$ cat src/rtl/sm83_mem_pkg.sv
// Shared types and address map for the SM83 memory responder and its decoder.
// Regions, FSM states and the latched access payload live here.
package sm83_mem_pkg;

    localparam int unsigned ADR_W        = 16;
    localparam int unsigned DATA_W       = 8;
    localparam int unsigned EXT_REGION_W = 3;
    localparam int unsigned HRAM_DEPTH   = 127;
    localparam int unsigned HRAM_IDX_W   = 7;

    // External regions keep codes below 8 so they fit the 3-bit ext_region bus
    typedef enum logic [3:0] {
        RGN_ROM      = 4'd0,
        RGN_VRAM     = 4'd1,
        RGN_CRAM     = 4'd2,
        RGN_WRAM     = 4'd3,
        RGN_OAM      = 4'd4,
        RGN_UNUSABLE = 4'd5,
        RGN_IO       = 4'd6,
        RGN_HRAM     = 4'd7,
        RGN_IE       = 4'd8
    } region_t;

    typedef enum logic [1:0] {
        ST_IDLE = 2'd0,
        ST_INT  = 2'd1,
        ST_EXT  = 2'd2,
        ST_ACK  = 2'd3
    } state_t;

    localparam logic [ADR_W-1:0] VRAM_BASE     = 16'h8000;
    localparam logic [ADR_W-1:0] CRAM_BASE     = 16'hA000;
    localparam logic [ADR_W-1:0] WRAM_BASE     = 16'hC000;
    localparam logic [ADR_W-1:0] ECHO_BASE     = 16'hE000;
    localparam logic [ADR_W-1:0] OAM_BASE      = 16'hFE00;
    localparam logic [ADR_W-1:0] UNUSABLE_BASE = 16'hFEA0;
    localparam logic [ADR_W-1:0] IO_BASE       = 16'hFF00;
    localparam logic [ADR_W-1:0] HRAM_BASE     = 16'hFF80;
    localparam logic [ADR_W-1:0] IE_ADR        = 16'hFFFF;
    localparam logic [ADR_W-1:0] ECHO_OFS      = 16'h2000;

    // Request captured at accept; only the HRAM index of the address is kept
    typedef struct packed {
        logic                  we;
        region_t               region;
        logic [HRAM_IDX_W-1:0] hram_idx;
        logic [DATA_W-1:0]     wdata;
    } access_t;

    // Regions serviced without touching the external port
    function automatic logic is_internal(input region_t r);
        return r inside {RGN_HRAM, RGN_IE, RGN_UNUSABLE};
    endfunction

endpackage

$ cat src/rtl/sm83_mem_decode.sv
// Combinational address decoder: CPU address -> region and external address.
// The echo window is folded back onto WRAM here.
module sm83_mem_decode
    import sm83_mem_pkg::*;
(
    input  logic [ADR_W-1:0] adr,
    output region_t          region,
    output logic [ADR_W-1:0] ext_adr
);

    // Highest base first so each branch only needs a lower bound
    always_comb begin
        region  = RGN_ROM;
        ext_adr = adr;
        if (adr == IE_ADR) begin
            region = RGN_IE;
        end else if (adr >= HRAM_BASE) begin
            region = RGN_HRAM;
        end else if (adr >= IO_BASE) begin
            region = RGN_IO;
        end else if (adr >= UNUSABLE_BASE) begin
            region = RGN_UNUSABLE;
        end else if (adr >= OAM_BASE) begin
            region = RGN_OAM;
        end else if (adr >= ECHO_BASE) begin
            region  = RGN_WRAM;
            ext_adr = adr - ECHO_OFS;
        end else if (adr >= WRAM_BASE) begin
            region = RGN_WRAM;
        end else if (adr >= CRAM_BASE) begin
            region = RGN_CRAM;
        end else if (adr >= VRAM_BASE) begin
            region = RGN_VRAM;
        end else begin
            region = RGN_ROM;
        end
    end

endmodule

$ cat src/rtl/sm83_mem_resp.sv
// SM83 bus responder: HRAM/IE served internally, other regions sequenced onto one
// external port with per-region wait states. Optional SM83_MEM_RESP_DMA_LOCK_EN adds OAM-DMA lockout.
module sm83_mem_resp
    import sm83_mem_pkg::*;
#(
    parameter int unsigned WS_WIDTH = 3,
    parameter int unsigned WS_ROM   = 1,
    parameter int unsigned WS_VRAM  = 0,
    parameter int unsigned WS_CRAM  = 1,
    parameter int unsigned WS_WRAM  = 0,
    parameter int unsigned WS_OAM   = 0,
    parameter int unsigned WS_IO    = 0
) (
    input  logic                    clk,
    input  logic                    reset,
    input  logic                    cpu_req,
    input  logic                    cpu_we,
    input  logic [ADR_W-1:0]        cpu_adr,
    input  logic [DATA_W-1:0]       cpu_wdata,
    output logic [DATA_W-1:0]       cpu_rdata,
    output logic                    cpu_ack,
    output logic                    cpu_busy,
    output logic                    ext_req,
    output logic                    ext_we,
    output logic [EXT_REGION_W-1:0] ext_region,
    output logic [ADR_W-1:0]        ext_adr,
    output logic [DATA_W-1:0]       ext_wdata,
    input  logic [DATA_W-1:0]       ext_rdata,
    output logic                    err_ovr
`ifdef SM83_MEM_RESP_DMA_LOCK_EN
    ,
    input  logic                    dma_active
`endif
);

    state_t                  state, state_d;
    access_t                 acc, acc_d;
    logic [WS_WIDTH-1:0]     cnt, cnt_d;
    logic [DATA_W-1:0]       ie_q, ie_d;
    logic [DATA_W-1:0]       cpu_rdata_d;
    logic                    cpu_ack_d, cpu_busy_d, ext_req_d, ext_we_d, err_ovr_d;
    logic [EXT_REGION_W-1:0] ext_region_d;
    logic [ADR_W-1:0]        ext_adr_d;
    logic [DATA_W-1:0]       ext_wdata_d;
    logic                    hram_we_c;
    region_t                 dec_region;
    logic [ADR_W-1:0]        dec_adr;
    region_t                 lock_region_c;
    logic [DATA_W-1:0]       hram [HRAM_DEPTH];

    sm83_mem_decode u_decode (
        .adr     (cpu_adr),
        .region  (dec_region),
        .ext_adr (dec_adr)
    );

`ifdef SM83_MEM_RESP_DMA_LOCK_EN
    // During OAM DMA only HRAM and IE stay reachable
    assign lock_region_c = (dma_active && !(dec_region inside {RGN_HRAM, RGN_IE}))
                         ? RGN_UNUSABLE : dec_region;
`else
    assign lock_region_c = dec_region;
`endif

    function automatic logic [WS_WIDTH-1:0] ws_of(input region_t r);
        case (r)
            RGN_ROM:  return WS_WIDTH'(WS_ROM);
            RGN_VRAM: return WS_WIDTH'(WS_VRAM);
            RGN_CRAM: return WS_WIDTH'(WS_CRAM);
            RGN_WRAM: return WS_WIDTH'(WS_WRAM);
            RGN_OAM:  return WS_WIDTH'(WS_OAM);
            RGN_IO:   return WS_WIDTH'(WS_IO);
            default:  return '0;
        endcase
    endfunction

    // Next-state and registered-output logic
    always_comb begin
        state_d      = state;
        acc_d        = acc;
        cnt_d        = cnt;
        ie_d         = ie_q;
        cpu_rdata_d  = cpu_rdata;
        cpu_ack_d    = 1'b0;
        cpu_busy_d   = cpu_busy;
        ext_req_d    = ext_req;
        ext_we_d     = ext_we;
        ext_region_d = ext_region;
        ext_adr_d    = ext_adr;
        ext_wdata_d  = ext_wdata;
        err_ovr_d    = err_ovr;
        hram_we_c    = 1'b0;

        if (cpu_req && (state != ST_IDLE)) begin
            err_ovr_d = 1'b1;
        end

        unique case (state)
            ST_IDLE: begin
                if (cpu_req) begin
                    acc_d.we       = cpu_we;
                    acc_d.region   = lock_region_c;
                    acc_d.hram_idx = cpu_adr[HRAM_IDX_W-1:0];
                    acc_d.wdata    = cpu_wdata;
                    cpu_busy_d     = 1'b1;
                    if (is_internal(lock_region_c)) begin
                        state_d = ST_INT;
                    end else begin
                        state_d      = ST_EXT;
                        cnt_d        = ws_of(lock_region_c);
                        ext_we_d     = cpu_we;
                        ext_region_d = EXT_REGION_W'(lock_region_c);
                        ext_adr_d    = dec_adr;
                        ext_wdata_d  = cpu_wdata;
                    end
                end
            end
            ST_INT: begin
                state_d   = ST_ACK;
                cpu_ack_d = 1'b1;
                case (acc.region)
                    RGN_HRAM: begin
                        if (acc.we) hram_we_c   = 1'b1;
                        else        cpu_rdata_d = hram[acc.hram_idx];
                    end
                    RGN_IE: begin
                        if (acc.we) ie_d        = acc.wdata;
                        else        cpu_rdata_d = ie_q;
                    end
                    default: begin
                        if (!acc.we) cpu_rdata_d = 8'hFF;
                    end
                endcase
            end
            ST_EXT: begin
                // Address/data are driven one cycle ahead of the strobe
                if (!ext_req) begin
                    ext_req_d = 1'b1;
                end else if (cnt == '0) begin
                    ext_req_d = 1'b0;
                    state_d   = ST_ACK;
                    cpu_ack_d = 1'b1;
                    if (!acc.we) cpu_rdata_d = ext_rdata;
                end else begin
                    cnt_d = cnt - WS_WIDTH'(1);
                end
            end
            ST_ACK: begin
                state_d    = ST_IDLE;
                cpu_busy_d = 1'b0;
            end
            default: begin
                state_d = ST_IDLE;
            end
        endcase
    end

    always_ff @(negedge clk) begin
        if (reset) begin
            state      <= ST_IDLE;
            acc        <= '0;
            cnt        <= '0;
            ie_q       <= '0;
            cpu_rdata  <= '0;
            cpu_ack    <= 1'b0;
            cpu_busy   <= 1'b0;
            ext_req    <= 1'b0;
            ext_we     <= 1'b0;
            ext_region <= '0;
            ext_adr    <= '0;
            ext_wdata  <= '0;
            err_ovr    <= 1'b0;
        end else begin
            state      <= state_d;
            acc        <= acc_d;
            cnt        <= cnt_d;
            ie_q       <= ie_d;
            cpu_rdata  <= cpu_rdata_d;
            cpu_ack    <= cpu_ack_d;
            cpu_busy   <= cpu_busy_d;
            ext_req    <= ext_req_d;
            ext_we     <= ext_we_d;
            ext_region <= ext_region_d;
            ext_adr    <= ext_adr_d;
            ext_wdata  <= ext_wdata_d;
            err_ovr    <= err_ovr_d;
        end
    end

    // HRAM survives reset
    always_ff @(negedge clk) begin
        if (hram_we_c) begin
            hram[acc.hram_idx] <= acc.wdata;
        end
    end

endmodule

$ cat config.mk
export PLATFORM = sky130hd
export DESIGN_NAME = sm83_mem_resp
export DESIGN_NICKNAME = d
export VERILOG_FILES = /design/src/rtl/sm83_mem_pkg.sv /design/src/rtl/sm83_mem_decode.sv /design/src/rtl/sm83_mem_resp.sv
export SDC_FILE = /design/constraint.sdc
export NUM_CORES = 2
export LEC_CHECK = 0
export ABC_AREA = 1
export CORE_ASPECT_RATIO = 0.7
export CORE_MARGIN = 1
export CORE_UTILIZATION = 60
export DETAILED_ROUTE_END_ITERATION = 10
export PLACE_DENSITY = 0.77
export SETUP_SLACK_MARGIN = 0.5
export SKIP_LAST_GASP = 1
export SLEW_MARGIN = 0
export SYNTH_ARGS = -nofsm -noshare
export SYNTH_HDL_FRONTEND = slang
export SYNTH_HIERARCHICAL = 1
export SYNTH_SLANG_ARGS = --single-unit
$ cat constraint.sdc
create_clock -name clk -period 3.83 [get_ports clk]
set_clock_uncertainty 0.1 [all_clocks]
set_input_delay 1.149 -clock clk [delete_from_list [all_inputs] [get_ports clk]]
set_output_delay 1.149 -clock clk [all_outputs]
set_load 0.005 [all_outputs]
==> flow_metrics.env <==
export IMPL_setup_violations=77
export IMPL_routed_wire_length_per_instance_um=20.9
export IMPL_placed_area_sq_mm=0.0470
export IMPL_drt_drc_violations_left=0
export IMPL_max_cap_violations=0
export IMPL_num_vias=36500
export IMPL_n_fill_cell=4557
export IMPL_share_clk_of_total_power_pct=40.3
export IMPL_setup_slack_ns=-0.914
export IMPL_drt_iter0_markers=5764
export IMPL_clkLatencyLatePin_ns=0.72
export IMPL_power_switching_share_pct=37.6
export IMPL_port_buffers=75
export IMPL_routed_wl_mm=130
export IMPL_number_of_global_route_vias_before_repair=37300
export IMPL_power_per_cell_area_mw_per_mm2=697
export IMPL_synthCells=4005
export IMPL_multi_input_comb_area_sq_mm=0.0115
export IMPL_design_core_area_sq_mm=0.0740
export IMPL_register_area_sq_mm=0.0322
export IMPL_gr_usage_all_layers_pct=33.8
export IMPL_synthDominantCellAreaShare_pct=67.3
export IMPL_finalNetCount=5219
export IMPL_cts_tree="yes"
export IMPL_maximum_number_of_pins_on_one_net_before_global_route_repair=151
export IMPL_violations="negative setup slack"
export IMPL_starting_utilization_of_the_core_area_pct=61.2
export IMPL_ioPinCount=76
export IMPL_clkTransAtPathRegs_ns=0.04
export IMPL_drt_vias_per_instance=5.87
export IMPL_ys_ff_latch=1096
export IMPL_clock_tree_htree_level_count=3
export IMPL_min_path_type="reg2reg"
export IMPL_stdcell_area_sq_mm=0.0550
export IMPL_final_hold_violation_count=0
export IMPL_yosysWarningCount=6
export IMPL_synth_area_leader_cell="edfxtp_1"
export IMPL_antenna_found_initial=0
export IMPL_design_die_area_sq_mm=0.0766
export IMPL_die_width_um=330
export IMPL_final_util_pct=74.2
export IMPL_timing_worst_setup_path_type="in2reg"
export IMPL_antennaDiodeCount=0
export IMPL_syn_mean_instance_area_sq_um=11.3
export IMPL_cts_root_buf="clkbuf_16"
export IMPL_yosys_top_cells_area="edfxtp_1 67%, nand3_1 11%, nand2_1 10%"
export IMPL_fp_row_count=83
export IMPL_numCtsBuffers=102
export IMPL_synth_edff_count=1016
export IMPL_drt_antenna_violating_nets=0
export IMPL_pre_repair_dr_iteration_count=7
export IMPL_synth_top_flop_cell="edfxtp_1"
export IMPL_run_status="complete, but fails checks"
export IMPL_critPathArrivalTime_ns=3.37
export IMPL_worstMarginPinSlew_ns=1.16
export IMPL_critical_path_peak_fanout=4
export IMPL_ys_async_sr_fraction_pct=0
export IMPL_critPathLaunchType="primary input"
export IMPL_synthDistinctLibCells=38
export IMPL_mapped_nets=4052
export IMPL_grt_pass1_wl_mm=196
export IMPL_pwr_share_comb_pct=20.5
export IMPL_total_leakage_power_nw=24.2
export IMPL_setup_repair_after_global_routing_missed_its_margin="true"
export IMPL_slew_limit_headroom_pct=22.3
export IMPL_share_of_post_route_cells_with_drive_strength_above_1_pct=9.96
export IMPL_seqPwrFrac_pct=39.2
export IMPL_internal_power_w=0.0239
export IMPL_syn2layout_area_growth_pct=21.3
export IMPL_gpl_final_weighted_congestion=0.884
export IMPL_overflow=0
export IMPL_post_synth_instance_area_sq_mm=0.0453
export IMPL_timing_final_max_slew_violations=0
export IMPL_die_y_um=232
export IMPL_synth_sequential_area_ratio_pct=70.9
export IMPL_clockBufferDepth=3
export IMPL_ir_drop_mv=0.553
export IMPL_clock_sinks=1096
export IMPL_dp_final_hpwl_mm=66.5
export IMPL_critical_path_required_ns=2.46
export IMPL_endpoint_kind="flip-flop"
export IMPL_switching_power_w=0.0144
[per-layer routing]
metal,share of wire [%],global-route usage [%],vias up,wire [um]
met4,3.4,17.4,0,4400
met1,36,43.7,17100,47100
met3,14,12.2,348,18100
met5,0,0,-,0
met2,46,50.2,2820,60500
li1,-,-,16300,-
[layout by cell type, fill, tap and decap left out, types with 14 or more instances in the layout]
master,count
buf_4,124
a21oi_1,49
nor2_1,202
nand2_1,1205
clkbuf_16,105
inv_4,18
buf_6,46
dfxtp_1,28
inv_1,1177
buf_2,22
o21ai_1,31
edfxtp_1,1016
nand3_1,964
clkinvlp_2,27
dfxtp_2,41
o21ai_0,16
bufinv_16,14
a21oi_2,19
buf_12,18
[flip-flops by register name, indices dropped and copies added (netlist names), 2 cells and up, named ones only]
name / count
hram: 1016
acc: 20
ext_adr: 16
cpu_rdata: 8
ext_wdata: 8
ie_q: 8
cnt: 3
ext_region: 3
state: 2
[synthesized netlist by cell type, types with 2 or more instances]
library cell  number
nand4_1            3
buf_6             51
edfxtp_1        1016
dfxtp_1           80
inv_2              3
nand2_1         1218
buf_1             17
o21ai_1            3
a21oi_1           71
o211ai_1           3
buf_2            102
clkinv_1           2
ha_1              11
nor2_1           214
clkbuf_1          45
a211oi_1           2
inv_1             80
buf_4             45
o21ai_0           52
nand3_1          969
[critical path, stage by stage]
cell and delay [ns]:
buf_2 0.15, nand4_4 0.11, nor3_4 0.25, buf_4 0.17
buf_4 0.10, nor2_2 0.05, buf_4 0.14, a21oi_4 0.14
inv_2 0.07, nor2_1 0.17, nand2_2 0.12, nand2_4 0.12
nand2_2 0.05, nand2_2 0.10, inv_2 0.06, a221oi_2 0.26
o21a_1 0.15
[final cells by class]
cell class | count | area share, %
sequential | 1096 | 58.6
multi-input combinational | 2561 | 21.0
clock inverter | 1175 | 8.90
clock buffer | 105 | 4.78
timing repair buffer | 230 | 3.88
tap | 977 | 2.22
inverter | 85 | 0.658
[power by group through the flow]
stage                     combinational, W  clock (W)  sequential [W]
final                              0.00787     0.0154          0.0150
after global routing               0.00835     0.0168          0.0150
after CTS                          0.00748     0.0155          0.0150
after detailed placement           0.00729    0.00169          0.0151
after global placement             0.00716    0.00169          0.0151
after floorplan                    0.00474    0.00169          0.0149
[path summary, 6_finish.rpt]
kind                                   from           end  slack (ns)  cells past startpoint
worst min-delay path             ext_adr[7]    ext_adr[7]        0.34                      2
worst max-delay path            cpu_adr[10]        cnt[2]       -0.91                     17
worst max register to register    flip-flop  cpu_rdata[7]        0.70                     14
worst min register to register   ext_adr[7]    ext_adr[7]        0.34                      2
[repair_timing]
| item | 4_1_cts | 5_1_grt |
|---|---|---|
| setup buffers | 16 | 9 |
| endpoints found under the setup margin | 120 | 106 |
| hold buffers | 0 | 0 |
| pin swaps | 45 | 25 |
| resized for setup | 317 | 52 |
[kinds of logic after synthesis]
family	Yosys count	share of synthesized area (%)
buf+inv	348	4.41
fa+ha+maj	11	0.304
compound gates	136	1.56
flops	1096	70.9
simple gates	2414	22.8
[through the flow]
| stage | power (W) | setup WS [ns] | std cells | setup TNS, ns | hold WS [ns] |
|---|---|---|---|---|---|
| 3_5_place_dp | 0.0241 | -2.00 | 4925 | -95.02 | 0.335 |
| 2_1_floorplan | 0.0214 | -1.20 | 4005 | -38.35 | 0.331 |
| 4_1_cts | 0.0380 | -0.722 | 6220 | -38.95 | 0.340 |
| 3_3_place_gp | 0.0240 | -2.00 | 4925 | -93.89 | 0.328 |
| 5_1_grt | 0.0402 | -0.980 | 6229 | -48.46 | 0.361 |
| 6_report | 0.0383 | -0.914 | 6229 | -43.87 | 0.339 |
(Power assumes the default switching activity.)
